===== config.mk =====
export PLATFORM = sky130hd
export DESIGN_NAME = button_event_reader
export DESIGN_NICKNAME = d
export VERILOG_FILES = /design/src/rtl/button_event_reader.sv
export SDC_FILE = /design/constraint.sdc
export NUM_CORES = 1
export LEC_CHECK = 0
export CORE_ASPECT_RATIO = 1.75
export CORE_UTILIZATION = 50
export DETAILED_ROUTE_END_ITERATION = 10
export GPL_ROUTABILITY_DRIVEN = 1
export PLACE_DENSITY = 0.71
export SLEW_MARGIN = 40
export SYNTH_ARGS = -nofsm -noshare
export SYNTH_HDL_FRONTEND = slang
export SYNTH_SLANG_ARGS = --single-unit

===== constraint.sdc =====
create_clock -name CLK -period 2.7 [get_ports CLK]
set_clock_uncertainty 0.1 [all_clocks]
set_input_delay 0.405 -clock CLK [delete_from_list [all_inputs] [get_ports CLK]]
set_output_delay 0.405 -clock CLK [all_outputs]
set_load 0.05 [all_outputs]

===== src/rtl/button_event_reader.sv =====
// ============================================================================
// Module      : button_event_reader
// Description : Three-button front end. Each raw button is synchronized and
//               debounced; every debounced level change becomes a
//               {press/release, index} event in a small FWFT queue. A sticky
//               overflow flag records events lost to back-pressure.
// Revision    : 1.0  initial release
// ============================================================================
`default_nettype none

module button_event_reader #(
    parameter int DEBOUNCE_CYCLES = 16,
    parameter int FIFO_DEPTH      = 4
) (
    input  logic                         CLK,
    input  logic                         rst_n,
    input  logic [2:0]                   btn_in,
    output logic [2:0]                   btn_state,
    output logic                         evt_valid,
    input  logic                         evt_ready,
    output logic [2:0]                   evt_data,
    output logic [$clog2(FIFO_DEPTH):0]  evt_count,
    output logic                         overflow,
    input  logic                         clr_overflow
);

    localparam int CNT_W = $clog2(DEBOUNCE_CYCLES);
    localparam int PTR_W = $clog2(FIFO_DEPTH);
    localparam int OCC_W = PTR_W + 1;

    localparam logic [CNT_W-1:0] CNT_LAST = CNT_W'(DEBOUNCE_CYCLES - 1);
    localparam logic [OCC_W-1:0] OCC_FULL = OCC_W'(FIFO_DEPTH);

    // Debounced levels and the one-cycle toggle strobes they generate
    logic [2:0] state_vec;
    logic [2:0] toggle;

    // ------------------------------------------------------------------------
    // Per-button synchronizer and debouncer
    // ------------------------------------------------------------------------
    for (genvar i = 0; i < 3; i++) begin : g_btn
        logic             sync1_q, sync1_d;
        logic             sync2_q, sync2_d;
        logic [CNT_W-1:0] cnt_q, cnt_d;
        logic             state_q, state_d;

        // A change is accepted only on the DEBOUNCE_CYCLES-th consecutive
        // cycle of disagreement; any agreeing cycle restarts the count.
        assign toggle[i]    = (sync2_q != state_q) && (cnt_q == CNT_LAST);
        assign state_vec[i] = state_q;

        // Next-state for synchronizer, counter and debounced level
        always_comb begin
            sync1_d = btn_in[i];
            sync2_d = sync1_q;
            state_d = state_q ^ toggle[i];
            cnt_d   = '0;
            if ((sync2_q != state_q) && !toggle[i]) begin
                cnt_d = cnt_q + 1'b1;
            end
        end

        // Register synchronizer, counter and debounced level
        always_ff @(posedge CLK) begin
            if (!rst_n) begin
                sync1_q <= 1'b0;
                sync2_q <= 1'b0;
                cnt_q   <= '0;
                state_q <= 1'b0;
            end else begin
                sync1_q <= sync1_d;
                sync2_q <= sync2_d;
                cnt_q   <= cnt_d;
                state_q <= state_d;
            end
        end
    end

    // ------------------------------------------------------------------------
    // Pending events, arbiter and queue
    // ------------------------------------------------------------------------
    logic [2:0]       pending_q, pending_d;
    logic [2:0]       kind_q, kind_d;
    logic             overflow_q, overflow_d;
    logic [2:0]       mem_q [FIFO_DEPTH];
    logic [2:0]       mem_d [FIFO_DEPTH];
    logic [PTR_W-1:0] wr_ptr_q, wr_ptr_d;
    logic [PTR_W-1:0] rd_ptr_q, rd_ptr_d;
    logic [OCC_W-1:0] count_q, count_d;

    logic [2:0]       push_sel;
    logic [1:0]       push_idx;
    logic [2:0]       pushed;
    logic             push_en;
    logic             pop_en;
    logic             lost;

    // Pick the lowest pending button, push it if there is room, update the
    // pending/kind bookkeeping and the queue pointers
    always_comb begin
        push_sel = 3'b000;
        push_idx = 2'd0;
        if (pending_q[0]) begin
            push_sel = 3'b001;
            push_idx = 2'd0;
        end else if (pending_q[1]) begin
            push_sel = 3'b010;
            push_idx = 2'd1;
        end else if (pending_q[2]) begin
            push_sel = 3'b100;
            push_idx = 2'd2;
        end

        pop_en  = (count_q != '0) && evt_ready;
        push_en = (|pending_q) && ((count_q != OCC_FULL) || pop_en);
        pushed  = push_en ? push_sel : 3'b000;

        // A toggle on a button whose event is still waiting (and not leaving
        // this cycle) replaces that event, so the older one is lost.
        lost      = |(toggle & pending_q & ~pushed);
        pending_d = (pending_q & ~pushed) | toggle;
        kind_d    = (kind_q & ~toggle) | (~state_vec & toggle);

        if (lost) begin
            overflow_d = 1'b1;
        end else if (clr_overflow) begin
            overflow_d = 1'b0;
        end else begin
            overflow_d = overflow_q;
        end

        mem_d = mem_q;
        if (push_en) begin
            mem_d[wr_ptr_q] = {|(kind_q & push_sel), push_idx};
        end
        wr_ptr_d = push_en ? wr_ptr_q + 1'b1 : wr_ptr_q;
        rd_ptr_d = pop_en  ? rd_ptr_q + 1'b1 : rd_ptr_q;

        case ({push_en, pop_en})
            2'b10:   count_d = count_q + 1'b1;
            2'b01:   count_d = count_q - 1'b1;
            default: count_d = count_q;
        endcase
    end

    // Register event bookkeeping and queue state
    always_ff @(posedge CLK) begin
        if (!rst_n) begin
            pending_q  <= '0;
            kind_q     <= '0;
            overflow_q <= 1'b0;
            wr_ptr_q   <= '0;
            rd_ptr_q   <= '0;
            count_q    <= '0;
            for (int k = 0; k < FIFO_DEPTH; k++) begin
                mem_q[k] <= '0;
            end
        end else begin
            pending_q  <= pending_d;
            kind_q     <= kind_d;
            overflow_q <= overflow_d;
            wr_ptr_q   <= wr_ptr_d;
            rd_ptr_q   <= rd_ptr_d;
            count_q    <= count_d;
            mem_q      <= mem_d;
        end
    end

    assign btn_state = state_vec;
    assign evt_valid = (count_q != '0);
    assign evt_data  = mem_q[rd_ptr_q];
    assign evt_count = count_q;
    assign overflow  = overflow_q;

endmodule

`default_nettype wire


Word-level counts from Yosys, hierarchy flattened
Cells that the tools add are included.
{"block": "word_totals", "regBits": 47, "out_inout_bits": 11, "inputBits": 7, "elab_cells": 95}
{"block": "op_classes", "addsub": 7, "order_cmp": 3, "n_bitwise": 16, "muxes": 16, "n_reduce_logical": 22, "eq_ne": 9}
{"cell": "$mux W3", "count": 7}
{"cell": "$and A3 B3 Y3", "count": 6}
{"cell": "$add A4 B1 Y4 const B", "count": 3}
{"cell": "$bwmux W12", "count": 1}
{"cell": "$eq A4 B4 Y1 const B", "count": 3}
{"cell": "$logic_and A1 B1 Y1", "count": 9}
{"cell": "$not A3 Y3", "count": 3}
{"cell": "$reduce_or A3 Y1", "count": 3}
{"cell": "$bmux W3 S2", "count": 1}
{"cell": "$demux W3 S2", "count": 1}
{"cell": "$ge A3 B3 Y1 const B", "count": 2}
{"cell": "$mux W2", "count": 3}
{"cell": "$not A2 Y3", "count": 2}
{"cell": "$or A3 B3 Y3", "count": 2}
{"cell": "$pmux W3 S2", "count": 1}
{"cell": "$reduce_and A2 Y1", "count": 3}
{"cell": "$add A2 B1 Y2 const B", "count": 2}
{"cell": "$reduce_bool A2 Y1", "count": 2}
{"cell": "$add A3 B1 Y3 const B", "count": 1}
{"cell": "$logic_not A1 Y1", "count": 3}
{"cell": "$lt A3 B1 Y1 const B", "count": 1}
{"cell": "$ne A1 B1 Y1", "count": 3}
{"cell": "$ne A3 B3 Y1 const B", "count": 1}
{"cell": "$reduce_bool A3 Y1", "count": 1}
{"cell": "6 further kinds", "count": 9}

Depth between registers and ports, before layout
{"block": "depth", "depth_word": 9, "depth_mapped": 9, "mapped_depth_nobuf": 8}

Least setup slack after synthesis
No wires, ideal clock.
{"block": "synth_path", "path_kind": "flip-flop to flip-flop", "from": "reg count_q[2], in the netlist evt_count[2]", "to": "reg count_q[2], in the netlist evt_count[2]", "setup_ps": 70, "path_slack_ps": -38, "stages_incl_launch_ff": 10, "required_time_ps": 2530, "path_buffers": 1, "arrival_time_ps": 2568, "synth_period_minus_slack_ps": 2738, "cell_sequence": "dfxtp_1 > or4b_1 > buf_6 > nand2_1 > ha_1 > inv_1 > fa_1 > xor2_1 > or3_1 > a21oi_1"}
{"block": "synth_between", "elab_chain_len": 6, "elab_cells_between_ends": 11, "cone_classes": "add/sub (2); eq/ne (3); mux (1); reduce/logical (5)"}
{"item": "start, declared", "line": "89", "text": "logic [OCC_W-1:0] count_q, count_d;"}
{"item": "start signal, assigned", "line": "164", "text": "count_q <= count_d;"}
{"item": "$reduce_bool A3 Y1", "line": "114", "text": "pop_en = (count_q != '0) && evt_ready;"}
{"item": "$logic_and A1 B1 Y1", "line": "114"}
{"item": "$logic_or A1 B1 Y1", "line": "115", "text": "push_en = (|pending_q) && ((count_q != OCC_FULL) || pop_en);"}
{"item": "$logic_and A1 B1 Y1", "line": "115"}
{"item": "$eq A2 B1 Y1 / $eq A2 B2 Y1 (equally long branches)", "line": "139", "text": "case ({push_en, pop_en})"}
{"item": "$pmux W3 S2 / $reduce_bool A2 Y1 (equally long branches)"}
Several ways; a longest one is shown, not always the timed one.
A chain may end at the register's enable or synchronous reset.

Final worst setup path
{"block": "layout_path", "from": "reg rd_ptr_q[0]", "to": "out evt_data[0]"}
{"block": "layout_between", "elab_chain_len": 4}
{"item": "start, declared", "line": "88", "text": "logic [PTR_W-1:0] rd_ptr_q, rd_ptr_d;"}
{"item": "start signal, assigned", "line": "163", "text": "rd_ptr_q <= rd_ptr_d;"}
{"item": "$not A2 Y3 (implied by the code)", "line": "171", "text": "assign evt_data = mem_q[rd_ptr_q];"}
{"item": "$bmux W3 S2", "line": "171"}
{"item": "$mux W3 (implied by the code) (2 in a row)", "line": "171"}
{"item": "end, declared", "line": "21", "text": "output logic [2:0] evt_data,"}
No other way between the ends. The select of a mux whose other input is x is not followed.

==> summary.md <==
| Metric | Value |
|---|---|
| RePlAce Congestion | `0.8179` |
| Post-route antenna net violation count | `0` |
| Top fanout value on the critical path | `5` |
| IO Pins | `18` |
| Hold WC Path Type | `flop to flop` |
| # setup viols final | `0` |
| Wire per inst | `12.39 µm` |
| #FFs+latches synth | `47` |
| Post-CTS setup buffer count | `0` |
| Vias in the first global route | `1447` |
| Layout cell share with drive strength beyond 1 | `8.120%` |
| DRC errors left | `0` |
| Core footprint | `3866 µm²` |
| FP Rows | `30` |
| Initial drt markers | `10` |
| Fmax | `0.3909 GHz` |
| Mux contribution to synthesized area | `around a tenth` |
| CTS tree | `built` |
| Clock network latency to the later pin of the worst-skew pair | `300 ps` |
| Die area | `about 4300 µm²` |
| Via density | `5.121` |
| Hold path start | `g_btn[2].sync1_q` |
| Post-synth EDFFs | `0` |
| Tightest Pin Transition | `roughly 630 ps` |
| Root Buffer | `clkbuf_8` |
| Final min period | `2558 ps` |
| Synthesized area | `2028 µm²` |
| Initial core utilization | `between 50 and 60%` |
| Hold Buf Count CTS | `0` |
| Static leakage power | `0.9805 nW` |
| Util after Layout | `approximately three fifths` |
| Final hold vios | `0` |
| Most common cell after layout, fill and taps aside | `dfxtp_1` |
| H-tree levels | `2` |
| Status | `finished clean` |
| P&R area growth vs syn | `14.62%` |
| Die Ht | `86.25 µm` |
| Most frequent cells in the layout | `dfxtp_1 (46), nor2_1 (33), clkdlybuf4s50_1 (17)` |
| CTS Buffer Depth | `2` |
| Mapped Nets | `230` |
| Synth Area in Compound Gates | `7.156%` |
| Yosys warnings | `0` |
| Mean area per synthesized cell | `around 9.5 µm²` |
| Slew Limit Headroom | `a little under three fifths` |
| PD cells | `492.9 nW/µm²` |
| Synth Flop Type | `dfxtp_1` |
| Worst Setup SP | `rd_ptr_q[0]` |
| Synth cell types | `34` |
| Crit path capture type | `output port` |
| DP Wirelength | `between 2000 and 3000 µm` |
| Reg-to-reg startpoint | `evt_count[0]` |
| Antenna diodes | `0` |
| Final wirelength | `3494 µm` |
| Cells after Synth | `214` |
| PortBufs | `17` |
| Ys async rst share | `0%` |
| Final worst-path cycle share | `between 90% and 100%` |
| Crit start category | `flop` |
| Pre-antenna DRT Iters | `4` |
| Largest family of logic cells by synthesized area | `simple AND/OR/NAND/NOR gates` |
| Antenna violations before repair | `0` |
| Final net count | `approximately 250` |
| TritonCTS Buffers | `5` |
| Post-cts resize count | `0` |
| Register area share after synthesis | `46.39%` |
| First-pass GRT wire length | `a little over 6000 µm` |
| Clk sinks | `47` |
| Worst vdd ir | `0.3892 mV` |
| Filler Cells Inserted | `344` |
| CP Data Arrival Time | `2050 ps` |
| Post-synthesis simple-gate area fraction | `18.75%` |
| Global route overflow | `0` |
| Synth Area in Adders | `between 5 and 6%` |
| Max Slew Vio Count | `0` |
| Unrepaired setup endpoints after global routing | `false` |
| Post-synthesis xor/xnor area fraction | `between 6 and 7%` |
| Largest net degree at the start of global routing | `30` |
| Via count | `1444` |
| Die width | `about 50 µm` |
| Post-DP Area | `2240 µm²` |
| Worst setup path class | `flop to output port` |
| Critical path data required time | `2190 ps` |
| Final instance area | `2325 µm²` |
| GR Util All Layers | `a little under a fifth` |
| Max cap viols | `0` |
| Reg clk slew, reported paths | `90 ps` |
## cells by family (layout without fill, tap and decap cells)
kind of cell | Yosys count | after routing
muxes | 17 | 17
AOI/OAI and AO/OA | 25 | 25
and+or+nand+nor | 79 | 79
DFF | 47 | 47
buffers and inverters | 22 | 42
xor gates and xnor gates | 15 | 15
adders and majority gates | 9 | 9
## final timing paths
path	to	slack, ps	cells past startpoint
worst max-delay path	evt_data[0]	140	2
worst min-delay path	g_btn[2].sync2_q	340	1
worst max register to register	evt_count[2]	290	8
worst min register to register	g_btn[2].sync2_q	340	1
## worst max-delay path, stage by stage (launching register included)
cell	delay (ps)
dfxtp_1	490
mux4_2	550
clkdlybuf4s50_1	710
## Yosys cell counts (all sizes together) (2+ instances only)
| cell type | count | area, µm² |
|---|---|---|
| nor2 | 33 | 123.9 |
| ha | 8 | 100.1 |
| o21ai | 9 | 45.04 |
| nand2 | 9 | 33.78 |
| dfxtp | 47 | 940.9 |
| nand3 | 14 | 70.07 |
| xnor2 | 4 | 35.03 |
| mux2i | 14 | 140.1 |
| nor2b | 4 | 25.02 |
| xor2 | 11 | 96.34 |
| mux4 | 3 | 67.56 |
| inv | 12 | 45.04 |
| clkbuf | 5 | 18.77 |
| or3 | 3 | 20.02 |
| and3 | 4 | 25.02 |
| a21oi | 10 | 50.05 |
| and2 | 6 | 37.54 |
| a31oi | 2 | 12.51 |
| buf | 5 | 38.78 |
## per-stage QoR
| step | cells | hold WS [ps] | total power [mW] | worst slack, ps | setup TNS, ps |
|---|---|---|---|---|---|
| floorplan | 214 | 311.9 | 0.7318 | 19.03 | 0 |
| global placement | 274 | 315.1 | 0.7465 | -47.79 | -47.79 |
| detailed placement | 274 | 316.9 | 0.7469 | -97.45 | -97.45 |
| CTS | 282 | 337.6 | 1.156 | 134.9 | 0 |
| global route | 282 | 351.2 | 1.194 | 71.16 | 0 |
| finish | 282 | 335.3 | 1.146 | 141.5 | 0 |
## metal layers
metal	GRT usage (%)	share of wire (%)	vias to the layer above
li1	-	-	745
met1	20.07	43	677
met2	34.55	53	18
met3	4.737	2.3	4
met4	8.571	1.8	0
met5	0	0	-
## power by group
group,switching (mW),internal (mW)
sequential,0.00308,0.698
combinational,0.0150,0.0142
clock,0.234,0.181
total,0.253,0.893
## layout make-up
class,instances,area (µm²),share of cell area (%)
tap,48,60.06,2.583
inverter,12,45.04,1.938
clock inverter,2,12.51,0.5382
clock buffer,6,72.57,3.122
multi-input combinational,145,984.7,42.36
sequential,47,942.2,40.53
timing repair buffer,22,207.7,8.934
(Power assumes the default switching activity.)
